`src/rtl/mcu_link_pkg.sv`:
```
// mcu_link_pkg: MCU->ROCSTAR cable code words, lock-state type, pending-trig
// entry layout and small code-word classification helpers.
package mcu_link_pkg;

    // Code words; these must stay bit-identical to the MCU transmitter.
    localparam logic [3:0] IDLE0 = 4'b0111;
    localparam logic [3:0] IDLE1 = 4'b1011;
    localparam logic [3:0] IDLE2 = 4'b1101;
    localparam logic [3:0] IDLE3 = 4'b1110;
    localparam logic [3:0] NCOIN = 4'b1001;
    localparam logic [3:0] PCOIN = 4'b0011;

    typedef enum logic {
        HUNT   = 1'b0,
        LOCKED = 1'b1
    } lock_state_t;

    // Widest trig tag an entry can carry; narrower tags are zero-extended.
    localparam int unsigned TAGW_MAX = 32;

    typedef struct packed {
        logic [15:0]         ts;
        logic [TAGW_MAX-1:0] tag;
    } pend_entry_t;

    function automatic logic is_idle(input logic [3:0] w);
        return (w == IDLE0) || (w == IDLE1) || (w == IDLE2) || (w == IDLE3);
    endfunction

    function automatic logic is_reply(input logic [3:0] w);
        return (w == PCOIN) || (w == NCOIN);
    endfunction

    function automatic logic is_code_word(input logic [3:0] w);
        return is_idle(w) || is_reply(w);
    endfunction

    // Successor in the rotating idle pattern (only meaningful for idles).
    function automatic logic [3:0] idle_succ(input logic [3:0] w);
        logic [3:0] n;
        case (w)
            IDLE0:   n = IDLE1;
            IDLE1:   n = IDLE2;
            IDLE2:   n = IDLE3;
            default: n = IDLE0;
        endcase
        return n;
    endfunction

    function automatic logic valid_transition(input logic [3:0] prev, input logic [3:0] cur);
        logic ok;
        if (is_idle(prev)) begin
            ok = (cur == idle_succ(prev)) || is_reply(cur);
        end else if (is_reply(prev)) begin
            ok = (cur == IDLE0);
        end else begin
            ok = 1'b0;
        end
        return ok;
    endfunction

endpackage

```
`src/rtl/reply_fifo.sv`:
```
// reply_fifo: synchronous FIFO of pending trigs. A pop in the same cycle as
// a push while full frees the slot the push needs, so both are honoured.
module reply_fifo #(
    parameter int unsigned DEPTH = 8,
    parameter int unsigned W     = 24
) (
    input  logic         clk,
    input  logic         rst_n,
    input  logic         push,
    input  logic         pop,
    input  logic [W-1:0] din,
    output logic         full,
    output logic         empty,
    output logic [W-1:0] head
);

    localparam int unsigned AW = $clog2(DEPTH);

    logic [W-1:0]  mem [DEPTH];
    logic [AW-1:0] rd_ptr;
    logic [AW-1:0] wr_ptr;
    logic [AW:0]   count;
    logic          do_pop;
    logic          do_push;

    // Qualify requests against current occupancy.
    always_comb begin
        full    = (count == (AW+1)'(DEPTH));
        empty   = (count == '0);
        do_pop  = pop && !empty;
        do_push = push && (!full || do_pop);
        head    = mem[rd_ptr];
    end

    // Storage write; contents need no reset since empty masks them.
    always_ff @(posedge clk) begin
        if (do_push) begin
            mem[wr_ptr] <= din;
        end
    end

    // Pointer and occupancy bookkeeping.
    always_ff @(posedge clk) begin
        if (!rst_n) begin
            rd_ptr <= '0;
            wr_ptr <= '0;
            count  <= '0;
        end else begin
            if (do_push) begin
                wr_ptr <= wr_ptr + AW'(1);
            end
            if (do_pop) begin
                rd_ptr <= rd_ptr + AW'(1);
            end
            case ({do_push, do_pop})
                2'b10:   count <= count + (AW+1)'(1);
                2'b01:   count <= count - (AW+1)'(1);
                default: count <= count;
            endcase
        end
    end

endmodule

```
`src/rtl/mcu_reply_rx.sv`:
```
// mcu_reply_rx: receives the 4-bit MCU cable stream, acquires lock on the
// rotating idle pattern and resolves every locally issued trig to exactly
// one of accept / reject / timeout.
// Optional build macro: MCU_REPLY_STATS_EN enables the statistics counters
// and cnt_clr; otherwise the counter outputs are tied to zero.
module mcu_reply_rx
    import mcu_link_pkg::*;
#(
    parameter int unsigned REPLY_LAT = 6,
    parameter int unsigned REPLY_TOL = 1,
    parameter int unsigned DEPTH     = 8,
    parameter int unsigned TAGW      = 8,
    parameter int unsigned LOCK_N    = 8
) (
    input  logic            clk,
    input  logic            rst_n,
    input  logic [3:0]      mcu_in,
    input  logic            trig,
    input  logic [TAGW-1:0] trig_tag,
    input  logic            cnt_clr,
    output logic            locked,
    output logic            accept,
    output logic            reject,
    output logic            timeout,
    output logic [TAGW-1:0] res_tag,
    output logic            ovf,
    output logic [15:0]     code_err_cnt,
    output logic [15:0]     unsol_cnt,
    output logic [15:0]     timeout_cnt
);

    localparam logic [15:0] WIN_LO     = 16'(REPLY_LAT - REPLY_TOL);
    localparam logic [15:0] WIN_HI     = 16'(REPLY_LAT + REPLY_TOL);
    localparam logic [15:0] EXPIRE_AGE = 16'(REPLY_LAT + REPLY_TOL + 1);
    localparam int unsigned CW         = $clog2(LOCK_N + 1);
    localparam int unsigned EW         = 16 + TAGW;

    logic [3:0]    word_q;
    logic [3:0]    prev_q;
    logic          word_vld;
    logic          prev_vld;
    logic [15:0]   ts;

    lock_state_t   lock_state;
    lock_state_t   lock_state_nxt;
    logic [CW-1:0] lock_cnt;
    logic [CW-1:0] lock_cnt_nxt;

    logic          xfer_ok;
    logic          code_err;
    logic          reply_dec;
    logic          reply_hit;
    logic          expire;
    logic          pop_req;
    logic          ovf_nxt;
    logic [15:0]   age;

    logic [EW-1:0] push_data;
    logic [EW-1:0] head_bits;
    logic          fifo_full;
    logic          fifo_empty;
    pend_entry_t   head_ent;
    logic          unused_tag_hi;

    // Capture the cable word, keep its predecessor, run the timestamp.
    always_ff @(posedge clk) begin
        if (!rst_n) begin
            word_q   <= '0;
            prev_q   <= '0;
            word_vld <= 1'b0;
            prev_vld <= 1'b0;
            ts       <= '0;
        end else begin
            word_q   <= mcu_in;
            prev_q   <= word_q;
            word_vld <= 1'b1;
            prev_vld <= word_vld;
            ts       <= ts + 16'd1;
        end
    end

    // Entries are stamped with the ts value that follows the trig edge, so
    // age counts capture edges between the trig and the reply word.
    always_comb begin
        push_data = {ts + 16'd1, trig_tag};
    end

    reply_fifo #(
        .DEPTH (DEPTH),
        .W     (EW)
    ) u_fifo (
        .clk   (clk),
        .rst_n (rst_n),
        .push  (trig),
        .pop   (pop_req),
        .din   (push_data),
        .full  (fifo_full),
        .empty (fifo_empty),
        .head  (head_bits)
    );

    // Decode the captured word, compare head age to the reply window.
    always_comb begin
        head_ent.ts  = head_bits[EW-1:TAGW];
        head_ent.tag = TAGW_MAX'(head_bits[TAGW-1:0]);
        age          = ts - head_ent.ts;
        xfer_ok      = word_vld && is_code_word(word_q)
                       && (!prev_vld || valid_transition(prev_q, word_q));
        code_err     = word_vld && !xfer_ok;
        reply_dec    = (lock_state == LOCKED) && xfer_ok && is_reply(word_q);
        reply_hit    = reply_dec && !fifo_empty && (age >= WIN_LO) && (age <= WIN_HI);
        expire       = !fifo_empty && (age == EXPIRE_AGE) && !reply_hit;
        pop_req      = reply_hit || expire;
        ovf_nxt      = trig && fifo_full && !pop_req;
    end

    assign unused_tag_hi = |(head_ent.tag >> TAGW);

    // Lock FSM state register.
    always_ff @(posedge clk) begin
        if (!rst_n) begin
            lock_state <= HUNT;
            lock_cnt   <= '0;
        end else begin
            lock_state <= lock_state_nxt;
            lock_cnt   <= lock_cnt_nxt;
        end
    end

    // Lock FSM next state: count consecutive valid words in HUNT.
    always_comb begin
        lock_state_nxt = lock_state;
        lock_cnt_nxt   = lock_cnt;
        if (word_vld) begin
            case (lock_state)
                HUNT: begin
                    if (code_err) begin
                        lock_cnt_nxt = '0;
                    end else if (lock_cnt == CW'(LOCK_N - 1)) begin
                        lock_state_nxt = LOCKED;
                        lock_cnt_nxt   = '0;
                    end else begin
                        lock_cnt_nxt = lock_cnt + CW'(1);
                    end
                end
                default: begin
                    if (code_err) begin
                        lock_state_nxt = HUNT;
                        lock_cnt_nxt   = '0;
                    end
                end
            endcase
        end
    end

    // Lock FSM output.
    always_comb begin
        locked = (lock_state == LOCKED);
    end

    // Registered resolution pulses and resolved tag.
    always_ff @(posedge clk) begin
        if (!rst_n) begin
            accept  <= 1'b0;
            reject  <= 1'b0;
            timeout <= 1'b0;
            ovf     <= 1'b0;
            res_tag <= '0;
        end else begin
            accept  <= reply_hit && (word_q == PCOIN);
            reject  <= reply_hit && (word_q == NCOIN);
            timeout <= expire;
            ovf     <= ovf_nxt;
            if (pop_req) begin
                res_tag <= head_ent.tag[TAGW-1:0];
            end
        end
    end

`ifdef MCU_REPLY_STATS_EN
    logic        unsol;
    logic [15:0] code_err_q;
    logic [15:0] unsol_q;
    logic [15:0] timeout_q;

    always_comb begin
        unsol = reply_dec && !reply_hit;
    end

    // Saturating statistics counters; clear wins over increment.
    always_ff @(posedge clk) begin
        if (!rst_n || cnt_clr) begin
            code_err_q <= '0;
            unsol_q    <= '0;
            timeout_q  <= '0;
        end else begin
            if (code_err && (code_err_q != '1)) begin
                code_err_q <= code_err_q + 16'd1;
            end
            if (unsol && (unsol_q != '1)) begin
                unsol_q <= unsol_q + 16'd1;
            end
            if (expire && (timeout_q != '1)) begin
                timeout_q <= timeout_q + 16'd1;
            end
        end
    end

    assign code_err_cnt = code_err_q;
    assign unsol_cnt    = unsol_q;
    assign timeout_cnt  = timeout_q;
`else
    logic unused_cnt_clr;

    assign unused_cnt_clr = cnt_clr;
    assign code_err_cnt   = '0;
    assign unsol_cnt      = '0;
    assign timeout_cnt    = '0;
`endif

endmodule

```
`config.mk`:
```
export PLATFORM = sky130hd
export DESIGN_NAME = mcu_reply_rx
export DESIGN_NICKNAME = d
export VERILOG_FILES = /design/src/rtl/mcu_link_pkg.sv /design/src/rtl/reply_fifo.sv /design/src/rtl/mcu_reply_rx.sv
export SDC_FILE = /design/constraint.sdc
export NUM_CORES = 1
export LEC_CHECK = 0
export BUFFER_PORTS_ARGS = -buffer_cell sky130_fd_sc_hd__buf_2
export CAP_MARGIN = 10
export CORE_ASPECT_RATIO = 0.75
export CORE_UTILIZATION = 30
export DETAILED_ROUTE_END_ITERATION = 8
export SLEW_MARGIN = 20
export SYNTH_ARGS = -nofsm -noshare
export SYNTH_HDL_FRONTEND = slang
export SYNTH_SLANG_ARGS = --single-unit
```
`constraint.sdc`:
```
create_clock -name clk -period 7.8 [get_ports clk]
set_input_delay 1.56 -clock clk [delete_from_list [all_inputs] [get_ports clk]]
set_output_delay 1.56 -clock clk [all_outputs]
set_load 0.01 [all_outputs]
```
; ---- Word-level counts from Yosys, hierarchy flattened
; Memories as Yosys holds them, arrays and structs flattened. A register that Yosys moved wholly into a read port is not among the register bits.
; Cells that the tools add are included.
[classes]
eq_ne = 19
n_reduce_logical = 38
n_mux = 18
order_cmp = 2
add_sub_neg = 7
[ops]
columns = operator, count
row1 = $eq A4 B4 Y1 const B, 9
row2 = $mux W4, 5
row3 = $add A16 B1 Y16 const B, 1
row4 = $eq A16 B4 Y1 const B, 1
row5 = $ge A16 B3 Y1 const B, 1
row6 = $le A16 B3 Y1 const B, 1
row7 = $logic_and A1 B1 Y1, 16
row8 = $sub A16 B16 Y16, 1
row9 = $logic_or A1 B1 Y1, 13
row10 = $eq A4 B3 Y1 const B, 3
row11 = $pmux W4 S3, 1
row12 = $mux W1, 9
row13 = $add A4 B1 Y4 const B, 2
row14 = $eq A4 B2 Y1 const B, 2
row15 = $pmux W4 S2, 1
row16 = $add A3 B1 Y3 const B, 2
row17 = $logic_not A1 Y1, 6
row18 = $mux W3, 2
row19 = $eq A4 B4 Y1, 1
row20 = $logic_not A4 Y1, 1
row21 = $sub A4 B1 Y4 const B, 1
row22 = $eq A2 B1 Y1 const B, 1
row23 = $eq A2 B2 Y1 const B, 1
row24 = $ne A2 B1 Y1 const B, 1
row25 = 2 further kinds, 2
[word_totals]
mem_count = 1
ramBits = 192
ff_bits = 53
output_inout_bits = 61
[mem_list]
columns = memory, depth, word_bits, rd, rd_ports_with_merged_regs, write_ports, line_no
row1 = u_fifo.mem, 8, 24, 1, 1, 1, reply_fifo.sv:19  ; logic [W-1:0] mem [DEPTH];

; ---- Depth between registers and ports, before layout
; Gate-level depths: netlist of run 1.
[logic_depth]
word_depth = 23
ltp_mapped = 24
ltp_nobuf = 20

; ---- Cells and area by module
; From an unflattened synthesis of run 1, not the netlist that was laid out.
[hier_totals]
hier_cells = 772
area_unflattened_um2 = 11323.4
[by_module_without_submodules]
columns = mod, cells_each, instances, area_per_inst_um2
row1 = reply_fifo, 361, 1, 7993.9
row2 = mcu_reply_rx, 411, 1, 3329.4

; ---- Worst setup path after synthesis of run 1
; No wires, ideal clock.
[synth_timing]
kind = register to register
startpoint = register (tool-made name)
endpoint = memory u_fifo.mem[6][0] (enable)
synth_period_minus_slack_ns = 7.716
n_path_buf = 4
stages_incl_launch_ff = 16
setup_slack_ns = 0.084
setup_ns = 0.482
t_arrival_ns = 7.233
required_ns = 7.318
cell_sequence = dfxtp_1 > buf_2 > clkbuf_1 > buf_1 > mux4_2 > mux2i_1 > ha_1 > buf_2 > a21o_1 > a2111oi_0 > a311oi_2 > mux2i_1 > o311ai_4 > o211a_2 > nand2_1 > a2111oi_1
[synth_rtl]
columns = element, line_no
row1 = "end, declared", reply_fifo.sv:19

==> flow_metrics.py, run 1 <==
metrics = {
    "job": {
        "maxCapViolCount": 0,
    },
    "detailed_routing": {
        "drt_pass1_iterations": 5,
        "num_vias": 6189,
        "ant_nets": 0,
        "viasPerCell": 4.78,
        "drtIter0Drc": 522,
        "drc": 0,
        "wl_per_cell_um": 17.3,
        "drt-total-wl_um": 22400,
    },
    "placement": {
        "placed_cells": 1252,
        "place_area_mm2": 0.0117,
        "place.gp.congestion": 0.806,
        "place.port_buffers": 27,
        "place_hpwl_um": 13400,
        "dp_slack_ns": 1.99,
    },
    "setup_path": {
        "regToRegEndpoint": "u_fifo.count[3]$_SDFFE_PN0P_",
        "cp-start-kind": "register",
        "r2r_cells": 19,
        "cp-end-kind": "register",
        "cp_max_fo": 34,
        "crit_type": "reg2reg",
        "cp_data_arrival_time_ns": 6.21,
        "cp.required_ns": 8.24,
        "rrSetupSlack_ns": 2.04,
    },
    "cts": {
        "clock-sinks": 248,
        "cts.reportedPaths.clkPinSlew_ns": 0.06,
        "cts_buffers": 23,
        "cts_tree": "done",
        "worstSkewPairLatency_ns": 0.54,
        "clk_path_buf_depth": 3,
        "h-tree-depth": 1,
        "post_cts_buffers": 0,
        "cts_resized": 0,
        "root_buffer": "clkbuf_16",
        "hold_buffers": 0,
    },
    "cells_and_area": {
        "drive_gt1_frac": 0.185,
        "final_cells": 1294,
        "fin_nets": 821,
        "final_area_mm2": 0.0126,
        "diodes": 0,
        "fillCellCount": 3507,
        "area_delta_synth_final_pct": 13.3,
    },
    "global_routing": {
        "grt_pass1_vias": 5934,
        "grt_overflow": 0,
        "grtUsageTotal": 0.119,
        "antenna_found_initial": 1,
        "grt_pass1_wl_um": 34700,
        "grt_max_degree": 44,
    },
    "power_and_ir_drop": {
        "swShare": 0.205,
        "combPwrFrac": 0.046,
        "total_power_mw": 2.91,
        "power.density_mw_per_mm2": 231,
        "internal_power_mw": 2.31,
        "clkPwrFrac": 0.454,
        "power.switching_mw": 0.598,
        "p_leak_nw": 4.42,
        "peakVddDrop_mv": 0.208,
        "p_seq_frac": 0.500,
    },
    "floorplanning": {
        "dieArea_mm2": 0.0379,
        "rows": 60,
        "ioPinCount": 77,
        "initial_utilization": 0.307,
        "die_w_um": 224,
        "core_area_mm2": 0.0362,
        "chipHeight_um": 169,
    },
    "synth": {
        "synth_common_cells": "edfxtp_1, dfxtp_1, buf_4",
        "netlist_top_cells_area": "edfxtp_1, dfxtp_1, mux4_2, buf_4, ha_1",
        "synth_area_mm2": 0.0111,
        "syn_inst": 747,
        "ys_seq_area_frac": 0.619,
        "synth_edf_count": 192,
        "yosysWarnings": 0,
        "synth.most_common_cell": "edfxtp_1",
        "synth.avg_cell_area_um2": 14.9,
        "synth_top_area_frac": 0.518,
        "synth-main-ff-cell": "edfxtp_1",
        "async_flop_share": 0,
        "ys_ff_latch": 248,
        "synth_cell_type_count": 70,
        "yosys.area.top_type": "edfxtp_1",
    },
    "hold_path": {
        "hold_depth": 1,
        "hp-class": "reg2reg",
        "worstHoldStart": "ts[0]$_SDFF_PN0_",
        "hold_end": "ts[0]$_SDFF_PN0_",
    },
    "sta": {
        "finalSetupViolCount": 0,
        "fin_tns_setup_ns": 0,
        "final_max_slew_viol_count": 0,
        "worst_slew_pin_slew_ns": 0.908,
        "fmax_ghz": 0.173,
        "rsz0062_at_grt": "no",
        "fin_crit_ns": 5.76,
        "finalHoldViolCount": 0,
        "slew_headroom": 0.395,
        "worst_slack_ns": 2.04,
        "period_share": 0.739,
        "finalClockSkew_ns": 0.0110,
    },
    "status": {
        "outcome": "complete, no violations",
    },
}
-- worst max-delay path by stage --
stage / startpoint / to / slack, ns / cells past startpoint
floorplan: register / u_fifo.mem[6][0]$_DFFE_PP_ / 0.08 / 15
global placement: register / u_fifo.count[3]$_SDFFE_PN0P_ / 2.08 / 20
detailed placement: register / u_fifo.count[3]$_SDFFE_PN0P_ / 1.99 / 19
CTS: register / u_fifo.count[3]$_SDFFE_PN0P_ / 1.97 / 19
global route: register / u_fifo.count[3]$_SDFFE_PN0P_ / 1.50 / 19
finish: register / u_fifo.count[3]$_SDFFE_PN0P_ / 2.04 / 19
-- critical path, cell delays in order, from the launching register on --
cell,delay (ns)
dfxtp_4,0.84
buf_4,0.42
mux4_2,0.53
mux2i_1,0.21
ha_1,0.35
and2_1,0.21
o2111ai_1,0.20
a41oi_1,0.21
xnor2_1,0.41
nor4b_4,0.28
and3_1,0.18
buf_4,0.24
o21ai_1,0.12
ha_1,0.26
ha_1,0.28
a21o_1,0.18
a21oi_1,0.17
xnor2_1,0.09
or3_1,0.30
a21oi_1,0.13
-- cells in the final DEF (no fill, tap or decap), types with 5 or more instances in the layout --
| cell | n |
|---|---|
| o2111a_1 | 5 |
| mux4_2 | 48 |
| inv_1 | 15 |
| conb_1 | 48 |
| edfxtp_1 | 192 |
| nand4_1 | 14 |
| o211ai_1 | 6 |
| nor3_1 | 11 |
| a21oi_1 | 25 |
| xor2_1 | 12 |
| o21ai_0 | 14 |
| buf_2 | 27 |
| ha_1 | 22 |
| and2_1 | 26 |
| buf_4 | 15 |
| nor2_1 | 27 |
| nand3_1 | 21 |
| nand3b_1 | 6 |
| nor2b_1 | 5 |
| mux2i_1 | 27 |
| clkbuf_8 | 5 |
| nand2_1 | 26 |
| xnor2_1 | 16 |
| a21o_1 | 5 |
| and3_1 | 8 |
| nand2b_1 | 6 |
| clkbuf_16 | 23 |
| dfxtp_1 | 54 |
| bufinv_16 | 7 |
| o211a_1 | 9 |
-- per-stage QoR --
step / utilization / hold WS, ns
final: 0.348 / 0.470
after global routing: 0.348 / 0.491
after CTS: 0.348 / 0.479
after detailed placement: 0.323 / 0.462
after global placement: 0.323 / 0.458
after floorplan: - / 0.430
-- state kept, by name, indices dropped and copies added (netlist names), 3 cells and up, named ones only --
signal         flops
res_tag            8
prev_q             4
u_fifo.wr_ptr      3
lock_cnt           4
u_fifo.count       4
u_fifo.mem       192
ts                16
u_fifo.rd_ptr      3
word_q             4
-- final cells by class --
type | count | area, um^2 | share of cell area
clock buffers | 29 | 648 | 0.0514
clock inverters | 13 | 259 | 0.0205
inverters | 16 | 60.1 | 0.00476
multi-input cells | 450 | 3880 | 0.308
flip-flops and latches | 248 | 6890 | 0.547
well taps | 496 | 621 | 0.0492
repair buffers | 42 | 248 | 0.0197
-- logic make-up after synthesis --
group | count (synthesis) | share of synthesized area
AOI/OAI and AO/OA | 103 | 0.0714
xor gates and xnor gates | 28 | 0.0220
adders and majority gates | 25 | 0.0292
buffers and inverters | 96 | 0.0501
DFF | 248 | 0.619
muxes | 76 | 0.122
other | 1 | 0.000337
and+or+nand+nor | 170 | 0.0854
-- power groups by stage --
stage	Combinational [mW]	Sequential (mW)	Clock, mW
2_1_floorplan	0.115	1.48	0
3_3_place_gp	0.132	1.48	0
3_5_place_dp	0.135	1.48	0
4_1_cts	0.135	1.45	1.35
5_1_grt	0.150	1.46	1.40
6_report	0.135	1.46	1.32
-- layer usage --
metal,global-route usage,vias up,part of all wire
met1,0.181,3108,0.50
li1,-,2873,-
met5,0,-,0
met3,0.0227,33,0.059
met4,0.0198,0,0.015
met2,0.176,175,0.43
Power figures use the tool's default switching activity.
==> run 2: changes to the inputs <==
- clock period: 7.8 -> 5.55 ns (I/O delays scaled with it)
==> run 2 against run 1 <==
Against the previous run: fmax increased by 11%; core utilization up 0.13 points; largest power group unchanged; flip-flop and latch count stayed put; first-iteration DRC count fell by 23%; largest cell class unchanged; power grew 29%; clock power up 15%; critical path type unchanged; non-clock buffer count increased by 14; critical endpoint unchanged; die area unchanged; worst setup slack got worse by 1.7 ns; clock skew barely moved.
==> flow_metrics.py, run 2 (synthesis results as in run 1) <==
metrics = {
    "sta": {
        "finalHoldViolCount": 0,
        "rsz0062_at_grt": "no",
        "finalClockSkew_ns": 0.0112,
        "worst_slew_pin_slew_ns": 0.858,
        "fin_tns_setup_ns": 0,
        "fmax_ghz": 0.192,
        "slew_headroom": 0.428,
        "period_share": 0.939,
        "finalSetupViolCount": 0,
        "fin_crit_ns": 5.21,
        "final_max_slew_viol_count": 0,
    },
    "cts": {
        "worstSkewPairLatency_ns": 0.53,
        "clk_path_buf_depth": 3,
        "cts.reportedPaths.clkPinSlew_ns": 0.07,
        "hold_buffers": 0,
        "root_buffer": "clkbuf_16",
        "cts_buffers": 23,
        "h-tree-depth": 1,
        "clock-sinks": 248,
        "cts_tree": "done",
    },
    "placement": {
        "placed_cells": 1262,
        "place_area_mm2": 0.0119,
        "place.gp.congestion": 0.824,
        "place_hpwl_um": 14000,
        "place.port_buffers": 27,
    },
    "floorplanning": {
        "die_w_um": 224,
        "chipHeight_um": 169,
        "dieArea_mm2": 0.0379,
        "ioPinCount": 77,
        "initial_utilization": 0.307,
        "core_area_mm2": 0.0362,
        "rows": 60,
    },
    "cells_and_area": {
        "largest_reg_flops": 192,
        "final_common_cell": "edfxtp_1",
        "layout_common_cells": "edfxtp_1, dfxtp_1, mux4_2, conb_1",
        "final_cells": 1308,
        "area_delta_synth_final_pct": 13.8,
        "reg_top3": "u_fifo.mem (192), ts (16), res_tag (8)",
        "drive_gt1_frac": 0.192,
        "post-route-util": 0.350,
        "diodes": 0,
        "fin_nets": 835,
        "final_area_mm2": 0.0127,
        "top_register": "u_fifo.mem",
    },
    "detailed_routing": {
        "ant_nets": 0,
        "drc": 0,
        "drt-total-wl_um": 22900,
        "wl_per_cell_um": 17.5,
        "drt_pass1_iterations": 5,
        "drtIter0Drc": 401,
        "viasPerCell": 4.73,
        "num_vias": 6183,
    },
    "global_routing": {
        "grt_pass1_vias": 6100,
        "grt_overflow": 0,
        "grtUsageTotal": 0.123,
        "grt_max_degree": 44,
        "antenna_found_initial": 0,
        "grt_pass1_wl_um": 35800,
    },
    "setup_path": {
        "cp-end-kind": "register",
        "path_buf_inv": 1,
        "cp_data_arrival_time_ns": 5.66,
        "crit_family": "compound AO/OA/AOI/OAI gates",
        "cp-start-kind": "register",
        "crit_type": "reg2reg",
        "crit_chain": "buf_4 > mux4_2 > mux2i_1 > ha_1 > o211ai_1 > a21oi_1 > or4_4 > a2111oi_4 > o211ai_2 > nor4b_4 > and3_1 > o21ai_1 > ha_1 > ha_1 > a21o_1 > a21oi_1 > xnor2_1 > or3_1 > a21oi_1",
        "cp.required_ns": 6.00,
        "slowest_delay_ns": 0.51,
        "cp_max_fo": 9,
        "cpMaxStageDelayCell": "or4_4",
    },
    "power_and_ir_drop": {
        "peakVddDrop_mv": 0.297,
        "power.density_mw_per_mm2": 297,
        "p_leak_nw": 4.42,
        "total_power_mw": 3.76,
    },
    "status": {
        "outcome": "complete, no violations",
    },
    "job": {
        "maxCapViolCount": 0,
    },
    "hold_path": {
        "hp-class": "reg2reg",
    },
}
run 2: cell types whose count changed in the layout (fill, tap and decap cells not counted), moves of 2 or more:
cell,before,now
clkbuf_1,1,8
a2111oi_2,2,0
a2111oi_4,1,3
buf_4,15,20
buf_12,0,8
bufinv_16,7,0
run 2: area by class of cell:
cell class,instances,area [um^2]
fill,3491,23500
multi-input combinational,450,3910
tap,496,621
clock buffer,35,661
inverter,16,60.1
clock inverter,7,61.3
timing repair buffer,56,457
sequential,248,6890
run 2: power by group:
part           internal (mW)  total (mW)  switching, mW
combinational         0.0693       0.194          0.125
sequential              2.03        2.05         0.0196
clock                  0.834        1.52          0.688
run 2: per-layer routing:
| layer | GRT usage | part of all wire | routed length, um |
|---|---|---|---|
| met4 | 0.0225 | 0.019 | 431 |
| met5 | 0 | 0 | 0 |
| met1 | 0.185 | 0.50 | 11500 |
| met3 | 0.0222 | 0.047 | 1070 |
| met2 | 0.184 | 0.43 | 9860 |
run 2: final timing paths:
kind | start | to | slack [ns] | cells after the start
setup / recovery | register | u_fifo.count[3]$_SDFFE_PN0P_ | 0.34 | 19
hold / removal | ts[0]$_SDFF_PN0_ | ts[0]$_SDFF_PN0_ | 0.48 | 1
setup reg to reg | register | u_fifo.count[3]$_SDFFE_PN0P_ | 0.34 | 19
hold reg to reg | ts[0]$_SDFF_PN0_ | ts[0]$_SDFF_PN0_ | 0.48 | 1
run 2: what timing repair did:
| action | 4_1_cts | 5_1_grt |
|---|---|---|
| endpoints found under the setup margin | 0 | 1 |
| gates resized for setup | 0 | 1 |
| buffers inserted | 0 | 4 |
run 2: stage by stage:
stage / setup WS [ns] / hold slack (ns)
floorplan: 0.0457 / 0.430
global placement: 0.380 / 0.460
detailed placement: 0.288 / 0.468
CTS: 0.223 / 0.484
global route: 0.00773 / 0.506
finish: 0.341 / 0.477
